[src/rtl/mem_writeback_pkg.sv]
// Shared types and helpers for the memory write-back stage: FSM state, load sizes,
// the opcode-to-size decode and trap/privilege constants.
package mem_writeback_pkg;

   typedef enum logic [0:0] {
      ST_IDLE = 1'b0,
      ST_WAIT = 1'b1
   } wb_state_e;

   typedef enum logic [1:0] {
      SZ_WORD = 2'd0,
      SZ_HALF = 2'd1,
      SZ_BYTE = 2'd2
   } load_size_e;

   localparam logic [4:0] PRIV_RFE     = 5'h01;
   localparam logic [7:0] EXC_MISALIGN = 8'h05;

   // Memory opcodes carry their access size in the two low bits
   localparam logic [4:0] OP_ALU = 5'h01;
   localparam logic [4:0] OP_LW  = 5'h10;
   localparam logic [4:0] OP_LH  = 5'h11;
   localparam logic [4:0] OP_LB  = 5'h12;
   localparam logic [4:0] OP_SW  = 5'h14;
   localparam logic [4:0] OP_SH  = 5'h15;
   localparam logic [4:0] OP_SB  = 5'h16;

   function automatic load_size_e op_size(input logic [4:0] opcode);
      load_size_e size_v;
      case (opcode[1:0])
         2'b01:   size_v = SZ_HALF;
         2'b10:   size_v = SZ_BYTE;
         default: size_v = SZ_WORD;
      endcase
      return size_v;
   endfunction

   function automatic logic is_misaligned(input load_size_e size, input logic [1:0] addr_lo);
      logic mis_v;
      case (size)
         SZ_WORD: mis_v = (addr_lo != 2'b00);
         SZ_HALF: mis_v = addr_lo[0];
         default: mis_v = 1'b0;
      endcase
      return mis_v;
   endfunction

endpackage

[src/rtl/mem_writeback_align.sv]
// load_align: selects the little-endian lane of a read word and zero-extends it.
module load_align
   import mem_writeback_pkg::*;
(
   input  load_size_e  size,
   input  logic [1:0]  addr_lo,
   input  logic [31:0] rdata,
   output logic [31:0] aligned_data
);

   // Lane select and zero extension; bits below the access size are ignored
   always_comb begin
      aligned_data = 32'h0000_0000;
      case (size)
         SZ_HALF: begin
            if (addr_lo[1]) begin
               aligned_data = {16'h0000, rdata[31:16]};
            end else begin
               aligned_data = {16'h0000, rdata[15:0]};
            end
         end
         SZ_BYTE: begin
            case (addr_lo)
               2'd1:    aligned_data = {24'h00_0000, rdata[15:8]};
               2'd2:    aligned_data = {24'h00_0000, rdata[23:16]};
               2'd3:    aligned_data = {24'h00_0000, rdata[31:24]};
               default: aligned_data = {24'h00_0000, rdata[7:0]};
            endcase
         end
         default: aligned_data = rdata;
      endcase
   end

endmodule

[src/rtl/mem_writeback.sv]
// Write-back stage: waits for load data, commits results to the register file and
// reports traps/RFE upstream. Define WB_MISALIGN_EXC_EN to trap misaligned accesses.
module mem_writeback
   import mem_writeback_pkg::*;
(
   input  logic        clk,
   input  logic        rst_n,
   input  logic        clk_en,
   input  logic        halt,
   input  logic        bubble_in,
   input  logic [4:0]  opcode_in,
   input  logic [4:0]  tgt_in_1,
   input  logic [4:0]  tgt_in_2,
   input  logic [31:0] result_in_1,
   input  logic [31:0] result_in_2,
   input  logic [31:0] addr_in,
   input  logic        is_load,
   input  logic        is_store,
   input  logic        tgts_cr,
   input  logic [31:0] mem_pc_in,
   input  logic [7:0]  exc_in,
   input  logic [4:0]  priv_type,
   input  logic [1:0]  crmov_mode_type,
   input  logic [3:0]  flags_in,
   input  logic [31:0] mem_rdata,
   input  logic        mem_rvalid,
   output logic        stall_out,
   output logic        wb_we_1,
   output logic [4:0]  wb_tgt_1,
   output logic [31:0] wb_data_1,
   output logic        wb_we_2,
   output logic [4:0]  wb_tgt_2,
   output logic [31:0] wb_data_2,
   output logic        cr_we,
   output logic [3:0]  flags_out,
   output logic [31:0] wb_pc_out,
   output logic [7:0]  wb_exc_out,
   output logic        exc_in_wb,
   output logic        rfe_in_wb
);

   wb_state_e   state_r;
   load_size_e  size_s;
   logic        valid_s;
   logic        misalign_s;
   logic        pending_s;
   logic        stall_s;
   logic        commit_s;
   logic        no_exc_s;
   logic [7:0]  exc_eff_s;
   logic [31:0] load_data_s;
   logic [31:0] data_1_s;
   logic        unused_ok_s;

   assign size_s      = op_size(opcode_in);
   assign unused_ok_s = ^{addr_in[31:2], is_store, crmov_mode_type};

   load_align u_load_align (
      .size         (size_s),
      .addr_lo      (addr_in[1:0]),
      .rdata        (mem_rdata),
      .aligned_data (load_data_s)
   );

   // Validity, effective exception code and the load handshake
   always_comb begin
      valid_s    = !bubble_in && !halt;
      misalign_s = 1'b0;
`ifdef WB_MISALIGN_EXC_EN
      misalign_s = valid_s && (is_load || is_store) && is_misaligned(size_s, addr_in[1:0]);
`endif
      if (misalign_s && (exc_in == 8'h00)) begin
         exc_eff_s = EXC_MISALIGN;
      end else begin
         exc_eff_s = exc_in;
      end
      no_exc_s  = (exc_eff_s == 8'h00);
      pending_s = valid_s && is_load && no_exc_s;
      stall_s   = ((state_r == ST_IDLE) && pending_s && !mem_rvalid) ||
                  ((state_r == ST_WAIT) && !mem_rvalid);
      commit_s  = valid_s && !stall_s;
      if (is_load) begin
         data_1_s = load_data_s;
      end else begin
         data_1_s = result_in_1;
      end
   end

   assign stall_out = stall_s;

   // Load-wait FSM and registered write-back outputs
   always_ff @(posedge clk or negedge rst_n) begin
      if (!rst_n) begin
         state_r    <= ST_IDLE;
         wb_we_1    <= 1'b0;
         wb_tgt_1   <= 5'd0;
         wb_data_1  <= 32'h0000_0000;
         wb_we_2    <= 1'b0;
         wb_tgt_2   <= 5'd0;
         wb_data_2  <= 32'h0000_0000;
         cr_we      <= 1'b0;
         flags_out  <= 4'h0;
         wb_pc_out  <= 32'h0000_0000;
         wb_exc_out <= 8'h00;
         exc_in_wb  <= 1'b0;
         rfe_in_wb  <= 1'b0;
      end else if (clk_en) begin
         if (halt) begin
            state_r <= ST_IDLE;
         end else begin
            case (state_r)
               ST_IDLE: state_r <= (pending_s && !mem_rvalid) ? ST_WAIT : ST_IDLE;
               ST_WAIT: state_r <= mem_rvalid ? ST_IDLE : ST_WAIT;
               default: state_r <= ST_IDLE;
            endcase
         end
         if (commit_s) begin
            wb_we_1    <= (tgt_in_1 != 5'd0) && no_exc_s;
            wb_tgt_1   <= tgt_in_1;
            wb_data_1  <= data_1_s;
            wb_we_2    <= (tgt_in_2 != 5'd0) && no_exc_s;
            wb_tgt_2   <= tgt_in_2;
            wb_data_2  <= result_in_2;
            cr_we      <= tgts_cr && no_exc_s;
            flags_out  <= flags_in;
            wb_pc_out  <= mem_pc_in;
            wb_exc_out <= exc_eff_s;
            exc_in_wb  <= !no_exc_s;
            rfe_in_wb  <= (priv_type == PRIV_RFE) && no_exc_s;
         end else begin
            wb_we_1    <= 1'b0;
            wb_we_2    <= 1'b0;
            cr_we      <= 1'b0;
            exc_in_wb  <= 1'b0;
            rfe_in_wb  <= 1'b0;
         end
      end
   end

endmodule
[config.mk]
export PLATFORM = sky130hd
export DESIGN_NAME = mem_writeback
export DESIGN_NICKNAME = d
export VERILOG_FILES = /design/src/rtl/mem_writeback_pkg.sv /design/src/rtl/mem_writeback_align.sv /design/src/rtl/mem_writeback.sv
export SDC_FILE = /design/constraint.sdc
export NUM_CORES = 1
export LEC_CHECK = 0
export ABC_AREA = 1
export CAP_MARGIN = 20
export CORE_MARGIN = 4
export CORE_UTILIZATION = 40
export CTS_CLUSTER_SIZE = 12
export DETAILED_ROUTE_END_ITERATION = 6
export PLACE_DENSITY = 0.82
export SYNTH_ARGS = -nofsm -noshare
export SYNTH_HDL_FRONTEND = slang
export SYNTH_HIERARCHICAL = 1
export SYNTH_SLANG_ARGS = --single-unit
[constraint.sdc]
create_clock -name clk -period 1.61 [get_ports clk]
set_input_delay 0.2415 -clock clk [delete_from_list [all_inputs] [get_ports clk]]
set_output_delay 0.2415 -clock clk [all_outputs]
set_load 0.005 [all_outputs]
Word level (Yosys, flattened, before mapping)
Cells that the tools add are included. Widths: inputs -> output; s select.

Register bits after elaboration: 124. Output and inout bits: 124. Logic and storage cells: 58.

Bitwise operators: 1. Mux-type cells: 14. Reduce and logical (&&, ||, !) cells: 22. Eq/ne operators: 8.

Operator list (count): $pmux 32 s2 (1); $mux 32 (1); $pmux 8 s3 (1); $mux 16 (1); $logic_and 1x1->1 (12); $reduce_bool 5->1 (2); $eq 2x2->1 const B (4); $logic_not 8->1 (1); $mux 1 (8); $eq 2x1->1 const B (3); $eq 5x1->1 const B (1); $logic_not 1->1 (5); $pmux 2 s2 (1); $pmux 1 s2 (1); $reduce_and 2->1 (1); $logic_or 1x1->1 (1); $not 1->1 (1).

Depth between registers and ports, before layout
Depth in word-level cells: 10. Mapped depth: 15. Depth with buffers taken out: 14.

Hierarchy
Netlist, hierarchy kept.

Modules (own cells, without submodules): mem_writeback (times used 1, cells each 670, sequential area each 3103.0 µm², area each 5406.4 µm²); load_align (times used 1, cells each 164, sequential area each 0.0 µm², area each 767.0 µm²).

Worst setup path before layout
OpenSTA, ideal clock, no wires.

Path type: input -> register. From: in opcode_in[0]. To: reg wb_data_1[5]. Stages on the path: 14. Setup slack: 0.005 ns. Required time: 1.493 ns. Arrival time: 1.488 ns. Cell sequence: inv_1 > nor2_1 > inv_1 > ha_1 > buf_4 > inv_1 > buf_2 > nand2_1 > nand2_1 > a21oi_2 > nand2_1 > nand2_1 > nand3_1 > nand2_1.

Longest elaborated chain between the ends: 5. Elaborated cells between the ends (all ways): 7. Classes of those cells: eq/ne: 4; mux: 3.

RTL lines: from (decl) (line mem_writeback.sv:11) `input logic [4:0] opcode_in,`; $eq 2x2->1 or $eq 2x1->1 (tied branches) (line mem_writeback_pkg.sv:30) `case (opcode[1:0])`; $pmux 2 s2 * (line mem_writeback_pkg.sv:30); named net size_s[0] (line mem_writeback.sv:43) `load_size_e size_s;`; $eq 2x2->1 or $eq 2x1->1 (tied branches) (line mem_writeback_align.sv:14) `case (size)`; $pmux 32 s2 * (line mem_writeback_align.sv:14); named net load_data_s[5] (line mem_writeback.sv:51) `logic [31:0] load_data_s;`; $mux 32 * (line mem_writeback.sv:82) `if (is_load) begin`; to (signal assigned) (line mem_writeback.sv:120) `wb_data_1 <= data_1_s;`; to (decl) (line mem_writeback.sv:30) `output logic [31:0] wb_data_1,`.

Mark *: on every way through the listed nets, which the timed path passes. The rest lies on a longest branch. A chain may end at the register's enable or synchronous reset.

Final worst setup path
From: reg cr_we. To: out cr_we.

RTL lines: from (decl) (line mem_writeback.sv:34) `output logic cr_we,`; from (signal assigned) (line mem_writeback.sv:124) `cr_we <= tgts_cr && no_exc_s;`.

No word-level cell between the ends.

==> impl_metrics.json <==
{
  "worst_ep_required_time_ns": 1.37,
  "synth-seq-cells": 124,
  "share_of_the_synthesized_area_in_the_top_cell_type_pct": 50.3,
  "clock_latency_ns": 0.41,
  "synth.lib_cells_used.distinct": 26,
  "period_share_pct": 96.8,
  "tritoncts": "done",
  "dominantRegCellSynth": "sky130_fd_sc_hd__dfrtp_1",
  "totalPowerFinal_w": 0.0108,
  "slowest_delay_ns": 0.54,
  "n_antenna_cell": 0,
  "drt-wirelength-per-cell_um": 16.1,
  "finalWorstPathRequiredPeriod_ns": 1.56,
  "floorplan.io_pins": 327,
  "peakVddDrop_mv": 0.715,
  "end_kind": "output port",
  "cp.arrival_ns": 1.32,
  "cts_inserted_buffers": 17,
  "total_die_area_um2": 17500,
  "cellPowerDensity_nw_per_um2": 1060,
  "layout-drive-gt1-share_pct": 9.86,
  "timing.rr.end": "flags_out[2]",
  "globalRoute.totalOverflow": 0,
  "vias_per_cell": 5.00,
  "synth_cells": 834,
  "cts_sinks": 124,
  "worstPathMaxFanout": 2,
  "drt-initial-drc-count": 423,
  "timing.critical_path.buf_inv": 1,
  "path_clk_slew_ns": 0.05,
  "placer_s_final_routability_congestion_estimate": 0.950,
  "worst_pin_slew_ns": 0.355,
  "fp.dieW_um": 132,
  "min_to": "wb_exc_out[2]",
  "core_area_um2": 15100,
  "synth_fp_nets": 1039,
  "worst_hold_path.num_cells": 3,
  "floorplan.initialDensity_pct": 40.8,
  "synth_top_cells_by_count": "sky130_fd_sc_hd__nand2_1 (413), sky130_fd_sc_hd__nand3_1 (131), sky130_fd_sc_hd__dfrtp_1 (124)",
  "routed_wl_mm": 21.4,
  "worst_r2r_path_depth": 7,
  "timing.final.setup_violations": 0,
  "first_pass_iters": 5,
  "finish.cell_count_without_fillers": 1334,
  "cts.path.max_buffers": 2,
  "grtUsageTotal_pct": 24.2,
  "hold_path_startpoint": "exc_in[2]",
  "top_count_cell_post_synth": "sky130_fd_sc_hd__nand2_1",
  "p_leak_nw": 5.22,
  "finalMaxSlewViolations": 0,
  "h-tree-depth": 4,
  "fp.dieH_um": 132,
  "avg_synthesized_cell_area_um2": 7.40,
  "seqCellArea_um2": 3100,
  "via_count": 6666,
  "synthTopCellsByArea": "sky130_fd_sc_hd__dfrtp_1 (50%), sky130_fd_sc_hd__nand2_1 (25%), sky130_fd_sc_hd__nand3_1 (11%), sky130_fd_sc_hd__inv_1 (2.7%), sky130_fd_sc_hd__buf_2 (2.4%)",
  "critical_path.top_delay_family": "buffers and inverters",
  "grt_pass1_wl_mm": 34.1,
  "drv_cap": 0,
  "grt_max_degree": 80,
  "setup.reg_to_reg.worst_slack_ns": 0.26,
  "final_net_count": 1338,
  "critical_path.reg2reg.startpoint": "state_r",
  "mappedNetlistArea_um2": 6170,
  "crit_path_start_kind": "flip-flop",
  "post-route-drc-count": 0,
  "max_stage_delay_cell_worst_path": "sky130_fd_sc_hd__clkdlybuf4s50_1",
  "synth-warning-count": 6,
  "fillers": 1221,
  "buffer_ports.inserted": 290,
  "post-place-cells": 1286,
  "number_of_antenna_violations_at_the_first_check_in_global_routing": 0,
  "root_driver": "sky130_fd_sc_hd__clkbuf_16",
  "hold_class": "input pin to flip-flop",
  "cp_num_cells": 1,
  "total_area_of_multi_input_combinational_cells_um2": 2650,
  "crit_type": "flip-flop to output port",
  "worstPathCellList": "clkdlybuf4s50_1",
  "syn_to_final_growth_pct": 65.0,
  "dp_hpwl_mm": 15.5,
  "finClkSkew_ns": 0.00792,
  "max-slew-margin-rel_pct": 76.3,
  "synth_top_cell_by_area": "sky130_fd_sc_hd__dfrtp_1",
  "floorplan.rows": 45,
  "asyncSetResetFlopFracSynth_pct": 100,
  "synth_seq_area_share_pct": 50.3,
  "grt_setup_unrepaired": "no",
  "final_antenna_net_count": 0,
  "timing_hold_violations_final": 0,
  "maxClockFrequency_mhz": 642,
  "synth_enable_flop_cells": 0,
  "grt_pass1_vias": 6516,
  "outcome": "finished clean"
}
## per-layer routing
layer | track usage (%) | part of all wire, % | up-vias
li1 | - | - | 3200
met2 | 40.7 | 49 | 312
met3 | 6.45 | 8.7 | 51
met5 | 0 | 0 | -
met4 | 10.0 | 2.9 | 0
met1 | 29.6 | 39 | 3103
## how the worst max path moves through the flow
stage | slack (ns) | end | start
2_1_floorplan | 0.005 | wb_data_1[5] | opcode_in[0]
3_3_place_gp | -0.58 | stall_out | exc_in[7]
3_5_place_dp | -0.58 | stall_out | exc_in[7]
4_1_cts | 0.0007 | stall_out | bubble_in
5_1_grt | 0.006 | stall_out | exc_in[0]
6_report | 0.05 | cr_we | cr_we
## cells by family (layout without fill, tap and decap cells)
group | after synthesis | in the layout | synth area share (%)
simple gates | 581 | 581 | 39.0
buf+inv | 100 | 412 | 7.54
compound gates | 27 | 27 | 2.82
flops | 124 | 124 | 50.3
fa+ha+maj | 2 | 2 | 0.405
## cell usage in the layout, fill, tap and decap left out, drive strengths merged, types with 2 or more instances in the layout
cell type      Yosys  layout
clkinv             0       3
nor3               3       3
nand3            131     131
nand2            416     416
dfrtp            124     124
a21oi              9       9
ha                 2       2
dlygate4sd2        0      10
clkdlybuf4s50      0     273
bufinv             0       4
clkinvlp           0       3
nor2              19      19
inv               46      46
o21ai             17      17
nand3b             2       2
dlymetal6s2s       0       5
or2                9       9
clkbuf            13      22
buf               41      45
## per-stage QoR
stage | TNS, ns | utilization [%] | hold WS, ns | setup WS, ns | instance area [um2]
2_1_floorplan | 0 | - | -0.0541 | 0.00538 | 6170
3_3_place_gp | -54.87 | 61.8 | 0.156 | -0.585 | 9360
3_5_place_dp | -57.52 | 61.8 | 0.153 | -0.584 | 9360
4_1_cts | 0 | 67.1 | 0.218 | 0.000726 | 10200
5_1_grt | 0 | 67.3 | 0.258 | 0.00633 | 10200
6_report | 0 | 67.3 | 0.239 | 0.0517 | 10200
## power by group
group          switching (W)  internal (W)  leakage (nW)  total, W
clock                0.00137       0.00275         0.308   0.00412
sequential          0.000298       0.00366          1.56   0.00396
combinational        0.00110       0.00165          3.35   0.00275
## flip-flops by register name (all words and copies together), names as in the netlist
| signal | count |
|---|---|
| wb_exc_out | 8 |
| wb_we_1 | 1 |
| cr_we | 1 |
| wb_we_2 | 1 |
| rfe_in_wb | 1 |
| flags_out | 4 |
| wb_tgt_2 | 5 |
| exc_in_wb | 1 |
| wb_pc_out | 32 |
| wb_data_2 | 32 |
| wb_tgt_1 | 5 |
| wb_data_1 | 32 |
| state_r | 1 |
## final cells by class
cell class	count	area share, %
timing repair buffer	334	33.2
sequential	124	30.5
multi-input combinational	610	26.0
clock buffer	22	4.75
tap	188	2.31
inverter	46	1.69
clock inverter	10	1.58
## what timing repair did
action                                  in CTS  in global routing
cloned                                       1                  0
endpoints found under the setup margin     107                 98
gates resized for setup                     30                 11
pin swaps                                    8                  7
setup buffers                               14                  0
hold endpoints to repair                    18                  0
hold buffers                                 1                  0
No activity file was read; power rests on OpenSTA's default activity.
